### config.mk
export PLATFORM = sky130hd
export DESIGN_NAME = imem_arbiter
export DESIGN_NICKNAME = d
export VERILOG_FILES = /design/src/rtl/imem_arbiter_pkg.sv /design/src/rtl/imem_addr_check.sv /design/src/rtl/imem_arbiter.sv
export SDC_FILE = /design/constraint.sdc
export NUM_CORES = 1
export LEC_CHECK = 0
export BUFFER_PORTS_ARGS = -buffer_cell sky130_fd_sc_hd__buf_4
export CAP_MARGIN = 0
export CORE_AREA = 2 2 81 83
export CTS_CLUSTER_DIAMETER = 30
export DETAILED_ROUTE_END_ITERATION = 10
export DIE_AREA = 0 0 83 85
export GPL_TIMING_DRIVEN = 0
export PLACE_DENSITY = 0.67
export SKIP_LAST_GASP = 1
export SLEW_MARGIN = 10
export SYNTH_ARGS = -nofsm -noshare
export SYNTH_HDL_FRONTEND = slang
export SYNTH_SLANG_ARGS = --single-unit
### constraint.sdc
create_clock -name clk -period 2.9 [get_ports clk]
set_clock_uncertainty 0.15 [all_clocks]
set_input_delay 0.435 -clock clk [delete_from_list [all_inputs] [get_ports clk]]
set_output_delay 0.435 -clock clk [all_outputs]
set_load 0.01 [all_outputs]
### src/rtl/imem_arbiter_pkg.sv
// Shared definitions for the instruction-memory arbiter: handover states,
// opcode constants and the word-alignment helper.
package imem_arbiter_pkg;

  typedef enum logic [2:0] {
    RUN       = 3'd0,
    DRAIN     = 3'd1,
    WAIT_LOAD = 3'd2,
    LOAD      = 3'd3,
    RELEASE   = 3'd4
  } arb_state_t;

  localparam logic [6:0]  OPC_OP_IMM = 7'b0010011;
  // addi x0, x0, 0: harmless filler that is never a branch or jump
  localparam logic [31:0] NOP_INSTR  = {12'h000, 5'd0, 3'b000, 5'd0, OPC_OP_IMM};

  function automatic logic word_aligned(input logic [31:0] byte_addr);
    return (byte_addr[1:0] == 2'b00);
  endfunction

endpackage

### src/rtl/imem_addr_check.sv
// Loader write-address qualifier: a byte address is writable when it is
// word aligned and lies inside the 2**ADDR_W word memory.
module imem_addr_check
  import imem_arbiter_pkg::*;
#(
  parameter int ADDR_W = 10
) (
  input  logic [31:0] addr_i,
  output logic        wr_ok_o
);

  assign wr_ok_o = word_aligned(addr_i) &&
                   (addr_i[31:ADDR_W+2] == {(30-ADDR_W){1'b0}});

endmodule

### src/rtl/imem_arbiter.sv
// Shares the single-port instruction RAM between fetch and the program loader,
// draining the pipeline with NOPs before handover and restarting the core after.
module imem_arbiter
  import imem_arbiter_pkg::*;
#(
  parameter int ADDR_W       = 10,
  parameter int DRAIN_CYCLES = 3,
  parameter bit BOOT_WAIT    = 1'b1
) (
  input  logic              clk,
  input  logic              reset_n,
  input  logic [31:0]       fetch_address,
  output logic [31:0]       fetch_data,
  output logic              fetch_stall,
  output logic              core_rst_n,
  input  logic              ld_req,
  input  logic              ld_valid,
  input  logic [31:0]       ld_addr,
  input  logic [31:0]       ld_wdata,
  input  logic              ld_done,
  output logic              ld_ready,
  output logic              ld_err,
  output logic [ADDR_W-1:0] mem_addr,
  output logic [31:0]       mem_wdata,
  output logic              mem_we,
  input  logic [31:0]       mem_rdata
);

  localparam int         CNT_W       = (DRAIN_CYCLES > 1) ? $clog2(DRAIN_CYCLES) : 1;
  localparam arb_state_t RESET_STATE = BOOT_WAIT ? WAIT_LOAD : RUN;

  arb_state_t       state_q, state_d;
  logic [CNT_W-1:0] cnt_q, cnt_d;
  logic             fetch_stall_q, core_rst_n_q, ld_ready_q, ld_err_q, ld_err_d;
  logic             wr_ok_s;
  logic             unused_s;

  assign unused_s = ^{fetch_address[31:ADDR_W+2], fetch_address[1:0]};

  imem_addr_check #(.ADDR_W(ADDR_W)) u_addr_check (
    .addr_i  (ld_addr),
    .wr_ok_o (wr_ok_s)
  );

  // Handover sequencing and sticky error capture
  always_comb begin
    state_d  = state_q;
    cnt_d    = cnt_q;
    ld_err_d = ld_err_q;
    case (state_q)
      RUN: begin
        if (ld_req) begin
          state_d = DRAIN;
          cnt_d   = CNT_W'(DRAIN_CYCLES - 1);
        end else begin
          state_d = RUN;
        end
      end
      DRAIN: begin
        if (cnt_q == {CNT_W{1'b0}}) begin
          state_d = LOAD;
        end else begin
          cnt_d = cnt_q - CNT_W'(1);
        end
      end
      WAIT_LOAD: begin
        if (ld_req) begin
          state_d = LOAD;
        end else begin
          state_d = WAIT_LOAD;
        end
      end
      LOAD: begin
        if (ld_valid && !wr_ok_s) begin
          ld_err_d = 1'b1;
        end else begin
          ld_err_d = ld_err_q;
        end
        if (ld_done || !ld_req) begin
          state_d = RELEASE;
        end else begin
          state_d = LOAD;
        end
      end
      RELEASE: state_d = RUN;
      default: state_d = RESET_STATE;
    endcase
  end

  // Control outputs are registered from the next state so they line up with it
  always_ff @(posedge clk or negedge reset_n) begin
    if (!reset_n) begin
      state_q       <= RESET_STATE;
      cnt_q         <= {CNT_W{1'b0}};
      fetch_stall_q <= BOOT_WAIT;
      core_rst_n_q  <= !BOOT_WAIT;
      ld_ready_q    <= 1'b0;
      ld_err_q      <= 1'b0;
    end else begin
      state_q       <= state_d;
      cnt_q         <= cnt_d;
      fetch_stall_q <= (state_d != RUN);
      core_rst_n_q  <= (state_d == RUN) || (state_d == DRAIN);
      ld_ready_q    <= (state_d == LOAD);
      ld_err_q      <= ld_err_d;
    end
  end

  // Memory port steering: fetch owns it in RUN, the loader in LOAD
  always_comb begin
    fetch_data = NOP_INSTR;
    mem_addr   = fetch_address[ADDR_W+1:2];
    mem_wdata  = 32'h0000_0000;
    mem_we     = 1'b0;
    case (state_q)
      RUN: fetch_data = mem_rdata;
      LOAD: begin
        mem_addr  = ld_addr[ADDR_W+1:2];
        mem_wdata = ld_wdata;
        mem_we    = ld_valid && wr_ok_s && reset_n;
      end
      default: fetch_data = NOP_INSTR;
    endcase
  end

  assign fetch_stall = fetch_stall_q;
  assign core_rst_n  = core_rst_n_q;
  assign ld_ready    = ld_ready_q;
  assign ld_err      = ld_err_q;

endmodule

Yosys cells after proc, flatten, opt, wreduce, memory -nomap -nowiden
Cells that the tools add are included.

Register bits: 9. Bits in latches: 0. RAM bits: 0. Memory bits (read-only): 0. Input port bits: 133. Output and inout port bits: 79. Word-level logic and storage cells: 44. Memories kept: 0.

Add/sub/neg operators: 1. Multipliers: 0. Div/mod/pow operators: 0. Order comparisons: 0. Equality and inequality tests: 8. Shift-type cells: 0. Muxes and demuxes: 12. Bitwise operators: 0. Reductions and logical operators: 17.

Operators by type and width (number): 32-bit 2-to-1 mux (2); 20-bit zero test (1); 3-bit case mux with 5 select lines (1); 10-bit 2-to-1 mux (1); 3-bit by 2-bit == test with 1-bit output, second input constant (3); 3-bit by 1-bit == test with 1-bit output, second input constant (2); 3-bit zero test (2); 3-bit 2-to-1 mux (2); 1-bit logical AND (4); 2-bit zero test (2); 2-bit 2-to-1 mux (2); 2-bit != test, second input constant (2); 2-bit case mux with 2 select lines (1); 3-bit == test, second input constant (1); 1-bit 2-to-1 mux (3); 3-bit AND reduction (1); 3-bit nonzero test (1); 1-bit zero test (2); 1-bit logical OR (2); 2-bit AND reduction (1); 2-bit nonzero test (1); 2-bit by 1-bit subtractor with 2-bit output, second input constant (1).

Logic depth before layout (Yosys ltp)
Gate-level depths: netlist (run 1).

Word-level depth: 6. Depth in mapped cells: 6. Depth with buffers taken out: 5.

By module
From an unflattened synthesis (run 1), not the netlist that was laid out.

Cells, all modules: 128. Area, all modules: 1034.7 sq um.

Modules (own cells, without submodules): imem_arbiter (times used 1, cells an instance 121, area each 983.4 sq um, seq. area each 227.7 sq um); imem_addr_check (times used 1, cells an instance 7, area each 51.3 sq um, seq. area each 0.0 sq um).

Worst setup path after synthesis (run 1)
No wires, ideal clock.

Kind: register to output. Start point: register state_q[1]. End point: output port mem_we. Arrival time: 1.408 ns. Data required time: 2.315 ns. Path slack: 0.907 ns. Cell stages (with the launch flop): 7. Path buffers: 3. Cells stage by stage: dfstp_2 buf_4 and3b_1 buf_6 buf_6 nand3_1 nor3_1.

Word-level cells in the longest chain between the ends: 2.

Ends and longest elaborated chain: start, declared (RTL line imem_arbiter.sv:32) `arb_state_t state_q, state_d;`; start signal, assigned (RTL line imem_arbiter.sv:100) `state_q <= state_d;`; 3-bit by 2-bit == test with 1-bit output (RTL line imem_arbiter.sv:115) `case (state_q)`; 1-bit 2-to-1 mux (RTL line imem_arbiter.sv:115); end, declared (RTL line imem_arbiter.sv:25) `output logic mem_we,`.

Every way passes these cells.

Worst setup path in the final report (run 1)
Start point: register state_q[1]. End point: output port mem_addr[7].

Word-level cells in the longest chain between the ends: 2.

Ends and longest elaborated chain: 3-bit by 2-bit == test with 1-bit output (RTL line imem_arbiter.sv:115); 10-bit 2-to-1 mux (RTL line imem_arbiter.sv:115); end, declared (RTL line imem_arbiter.sv:23) `output logic [ADDR_W-1:0] mem_addr,`.

Every way passes these cells.

==> impl_metrics.toml, run 1 <==
[floorplan]
initial_core_util_pct = 17.40
die_area_um2 = 7055
die_h_um = 85
core_um2 = 6205
ios = 212
die_x_um = 83
rows = 29

[synth]
synth_edf_count = 0
yosysWarnings = 0
syn_inst = 133
synthArstFlopShare_pct = 100.0
yosysMostFrequentCell = "and2_1"
seq_area_frac_synth_pct = 21.09
syn_area_per_cell_um2 = 8.119
synthFlopType = "dfrtp_1"
synth_top_area_share_pct = 35.34
synth-seq-cells = 9
ys_top_cells_by_count = "61 x and2_1, 7 x dfrtp_1, 7 x mux2_4"
synth_cell_types = 30
yosys.area.top_type = "and2_1"
synthTopCellsByArea = "and2_1 35%, dfrtp_1 16%, mux2_4 9.7%"
syn-cell-area_um2 = 1080
synth_nets = 267

[timing]
slew_violations = 0
maxSlewHeadroom_pct = 77.33
fin_tns_setup_ns = 0
fmax_mhz = 414.0
period_share_pct = 83.28
min_period_ns = 2.415
setup_violations = 0
worst_pin_slew_ns = 0.3382
grt_setup_unrepaired = "false"
hold_violations = 0

[cells_and_area]
fillerInstances = 632
drive_above_1_share_pct = 64.22
multi_input_area_um2 = 775.7
area_delta_synth_final_pct = 145.4
final_nets = 462
regArea_um2 = 227.7
fin_area_um2 = 2650
antenna_cells = 0

[routing]
vias_per_cell = 4.218
wl_per_cell_um = 12.14
drt_iter0_drc = 26
route.detailed.drc = 0
ant_nets = 0
totalWireLength_um = 4903
dr.pass1.iters = 4
num_vias = 1704

[min_path]
hp-start = "ld_done"
hp-class = "in2reg"

[grt]
antenna_found_initial = 0
grt_pass1_wl_um = 7672
grt_pass1_vias = 1733
grt_max_degree = 11
overflow = 0
grt_use_total_pct = 13.05

[outcome]
status = "completed"

[pwr]
p_leak_nw = 1.436
p_sw_share_pct = 39.91
comb_power_share_pct = 79.9
p_per_area_nw_per_um2 = 666.0
max-vdd-ir-drop_mv = 0.3148
switching_power_mw = 0.7045
p_seq_share_pct = 12.1
p_int_mw = 1.060
power_mw = 1.765
clkPwrFrac_pct = 8.0

[setup_path]
timing.rr.end = "cnt_q[0]"
cp_max_fo = 10
reg2regPathDepth = 5
required_ns = 2.32
rr_startpoint = "cnt_q[0]"
end_kind = "output pin"
endpoint = "mem_addr[7]"
r2r_setup_slack_ns = 1.45
crit_type = "reg2out"
worstPathArrival_ns = 1.83
startpoint = "state_q[1]"
worst_setup_path_start_kind = "flop"

[clock_tree]
clock_latency_ns = 0.23
htreeDepth = 1
clockRootBuffer = "clkbuf_8"
cts-buffers-inserted = 3
clk_pin_slew_ns = 0.04
post_cts_buffers = 0
clk_path_buf_depth = 2
clock_sinks = 9
cts_tree = "built"

[placed_design]
io_buffer_count = 189
dp_hpwl_um = 4322
gp_congestion = 0.8528
placed_area_um2 = 2595

[run]
drv_cap = 0
==> timing repair <==
item	4_1_cts	5_1_grt
hold buffers	1	0
gates resized for setup	0	0
hold endpoints to repair	7	0
==> registers in the layout, indices dropped and copies added (netlist names) <==
signal and flops:
state_q 3, core_rst_n 1, fetch_stall 1, ld_err 1, cnt_q 2, ld_ready 1
==> metrics by stage <==
step	cells	util (%)	setup WS, ns	hold WS (ns)
2_1_floorplan	133	-	0.9073	-0.01059
3_3_place_gp	399	41.82	0.7217	0.1163
3_5_place_dp	399	41.82	0.7209	0.1206
4_1_cts	404	42.71	0.4705	0.3612
5_1_grt	404	42.71	0.3869	0.4165
6_report	404	42.71	0.4847	0.3676
==> critical path, cell delays in order, from the launching register on <==
cell     delay (ns)
dfstp_2        0.51
buf_4          0.16
and3b_1        0.18
buf_6          0.13
buf_6          0.16
mux2_4         0.31
buf_4          0.14
==> metal layers <==
metal | track usage (%) | vias to the layer above | part of all wire, %
li1 | - | 827 | -
met2 | 26.10 | 136 | 54
met5 | 0 | - | 0
met3 | 3.502 | 4 | 12
met4 | 3.279 | 0 | 0.82
met1 | 13.32 | 737 | 33
==> logic make-up (layout without fill, tap and decap cells) <==
logic type	count (synthesis)	in the layout	share of synthesized area (%)
adders and majority gates	1	1	1.159
AOI/OAI and AO/OA	12	12	8.228
and+or+nand+nor	88	88	49.60
DFF	9	9	21.09
buffers and inverters	13	207	7.068
muxes	10	10	12.86
==> layout make-up <==
type,count,area share (%)
timing repair buffer,190,53.92
multi-input combinational,111,29.27
sequential,9,8.593
tap,77,3.636
buffer,11,2.597
clock buffer,4,1.700
inverter,2,0.2833
==> layout by cell type, fill, tap and decap left out, drive strengths merged <==
master       synthesis  final
nand2                3      3
dfstp                2      2
o31a                 1      1
nor4                 6      6
clkbuf               6     10
dfrtp                7      7
a21oi                1      1
nor3                 3      3
nand2b               3      3
inv                  2      2
a21o                 2      2
nor2                 5      5
ha                   1      1
a22oi                1      1
buf                  5    194
mux2                10     10
nand4                1      1
nor4b                1      1
o21ai                2      2
o22a                 2      2
and3b                1      1
nor2b                3      3
and2                61     61
nand3                1      1
dlygate4sd3          0      1
o21a                 1      1
a22o                 2      2
==> power by group through the flow <==
stage                     registers [mW]  clock network, mW  logic (mW)
final                              0.213              0.141        1.41
after global routing               0.222              0.153        1.55
after CTS                          0.214              0.145        1.43
after detailed placement           0.216                  0        1.42
after global placement             0.212                  0        1.42
after floorplan                    0.221                  0       0.737
==> how the worst min path moves through the flow <==
stage | slack [ns] | depth (start not counted) | end
CTS | 0.36 | 3 | state_q[2]
global placement | 0.12 | 1 | ld_err
finish | 0.37 | 3 | state_q[2]
floorplan | -0.01 | 0 | cnt_q[0]
detailed placement | 0.12 | 1 | ld_err
global route | 0.42 | 3 | ld_err
No activity file was read; power rests on OpenSTA's default activity.
==> inputs of run 2 (changes only) <==
- CORE_AREA: 2 2 81 83 -> 2 2 82 84
- DIE_AREA: 0 0 83 85 -> 0 0 84 86
- PLACE_DENSITY: 0.67 -> 0.65
- clock period: 2.9 -> 2.3 ns (I/O delays scaled with it)
==> impl_metrics.toml, run 2 (synthesized netlist as in run 1, its figures left out) <==
[floorplan]
core_um2 = 6277
die_h_um = 86
ios = 212
die_area_um2 = 7224
rows = 29
die_x_um = 84
initial_core_util_pct = 17.20

[routing]
wl_per_cell_um = 11.93
vias_per_cell = 4.178
num_vias = 1709
drt_iter0_drc = 18
dr.pass1.iters = 2
totalWireLength_um = 4878
route.detailed.drc = 0
ant_nets = 0

[setup_path]
critPathBufInv = 4
end_kind = "output pin"
worstPathArrival_ns = 1.71
path_delay_family = "buffers and inverters"
slowest_delay_ns = 0.38
crit_chain = "buf_6 > and3b_1 > buf_6 > buf_4 > mux2_2 > buf_4"
cp_max_fo = 7
required_ns = 1.80
worst_setup_path_start_kind = "flop"
crit_type = "reg2out"
crit_path_top_delay_cell = "dfrtp_1"

[clock_tree]
htreeDepth = 1
clk_path_buf_depth = 2
clockRootBuffer = "clkbuf_8"
cts-buffers-inserted = 3
clock_latency_ns = 0.23
clk_pin_slew_ns = 0.04
clock_sinks = 9
cts_tree = "built"

[cells_and_area]
area_delta_synth_final_pct = 151.8
final_nets = 467
regMostFlops = "state_q"
layout_common_cells = "194 x buf_4, 61 x and2_1, 7 x mux2_4, 7 x dfrtp_1, 6 x nor4_1"
instances_no_fill = 409
largest_reg_flops = 3
reg.largest.list = "state_q (3), cnt_q (2)"
drive_above_1_share_pct = 66.57
fillerInstances = 664
final_common_cell = "buf_4"
antenna_cells = 0

[pwr]
p_leak_nw = 1.491
max-vdd-ir-drop_mv = 0.4632
p_per_area_nw_per_um2 = 855.0

[timing]
hold_violations = 0
worst_pin_slew_ns = 0.3244
period_share_pct = 96.05
maxSlewHeadroom_pct = 78.26
min_period_ns = 2.209
setup_ws_ns = 0.09074
fmax_mhz = 452.6
grt_setup_unrepaired = "true"
slew_violations = 0
setup_violations = 0
fin_tns_setup_ns = 0

[grt]
grt_use_total_pct = 12.69
grt_max_degree = 11
overflow = 0
grt_pass1_wl_um = 7617
antenna_found_initial = 0
grt_pass1_vias = 1775

[min_path]
hp-class = "in2reg"

[placed_design]
dp_hpwl_um = 4161
io_buffer_count = 189
pre_cts_ws_ns = 0.2105
dp_cells = 399
gp_congestion = 0.7641

[run]
drv_cap = 0

[outcome]
status = "completed"
## run 2: changes by cell type in the layout (fill, tap and decap cells not counted), sizes merged
| cell | before | now |
|---|---|---|
| buf | 194 | 200 |
| clkbuf | 10 | 9 |
## run 2: repair_timing
action / in CTS / in global routing
endpoints found under the setup margin: 15 / 49
hold buffers: 1 / 0
gates cloned: 1 / 1
setup buffers: 4 / 1
endpoints found under the hold margin: 9 / 0
resized for setup: 1 / 11
## run 2: power by group
part           switching, mW  total (mW)  internal (mW)
sequential            0.0343       0.274          0.239
combinational          0.803        1.87           1.06
clock                 0.0625       0.183          0.121
## run 2: area by class of cell
cell class / instances / area [um^2] / area share (%)
repair buffers: 197 / 1499 / 55.13
flip-flops and latches: 9 / 227.7 / 8.375
multi-input cells: 111 / 775.7 / 28.53
inverters: 2 / 7.507 / 0.2761
plain buffers: 9 / 67.56 / 2.485
well taps: 77 / 96.34 / 3.543
clock buffers: 4 / 45.04 / 1.657
## run 2: metal layers
layer  GRT usage, %  share of wire (%)
met2          23.42                 50
met5              0                  0
met1          14.02                 37
met3          3.657                 12
met4          4.106                1.2
## run 2: path summary, 6_finish.rpt
path                             from           to  slack [ns]  depth (start not counted)
min reg2reg                    ld_err       ld_err        0.38                          1
max                        state_q[2]  mem_addr[1]        0.09                          6
max in group asynchronous     reset_n  fetch_stall        1.45                          2
min in group asynchronous     reset_n     ld_ready        0.33                          2
max reg2reg                state_q[2]       ld_err        0.85                          6
min                           ld_done   state_q[2]        0.27                          3
## run 2: per-stage QoR
| stage | hold slack (ns) | cell area [um^2] | utilization, % | power (mW) |
|---|---|---|---|---|
| 2_1_floorplan | -0.1006 | 1080 | - | 1.209 |
| 3_3_place_gp | 0.02703 | 2595 | 41.34 | 2.046 |
| 3_5_place_dp | 0.02977 | 2595 | 41.34 | 2.055 |
| 4_1_cts | 0.2663 | 2709 | 43.15 | 2.343 |
| 5_1_grt | 0.2671 | 2719 | 43.31 | 2.537 |
| 6_report | 0.2665 | 2719 | 43.31 | 2.325 |
## run 2: worst register-to-register path, stage by stage (launching register included)
cell,delay (ns)
dfrtp_1,0.36
buf_6,0.12
and3b_1,0.18
buf_6,0.14
buf_4,0.13
a21o_1,0.16
o31a_1,0.09
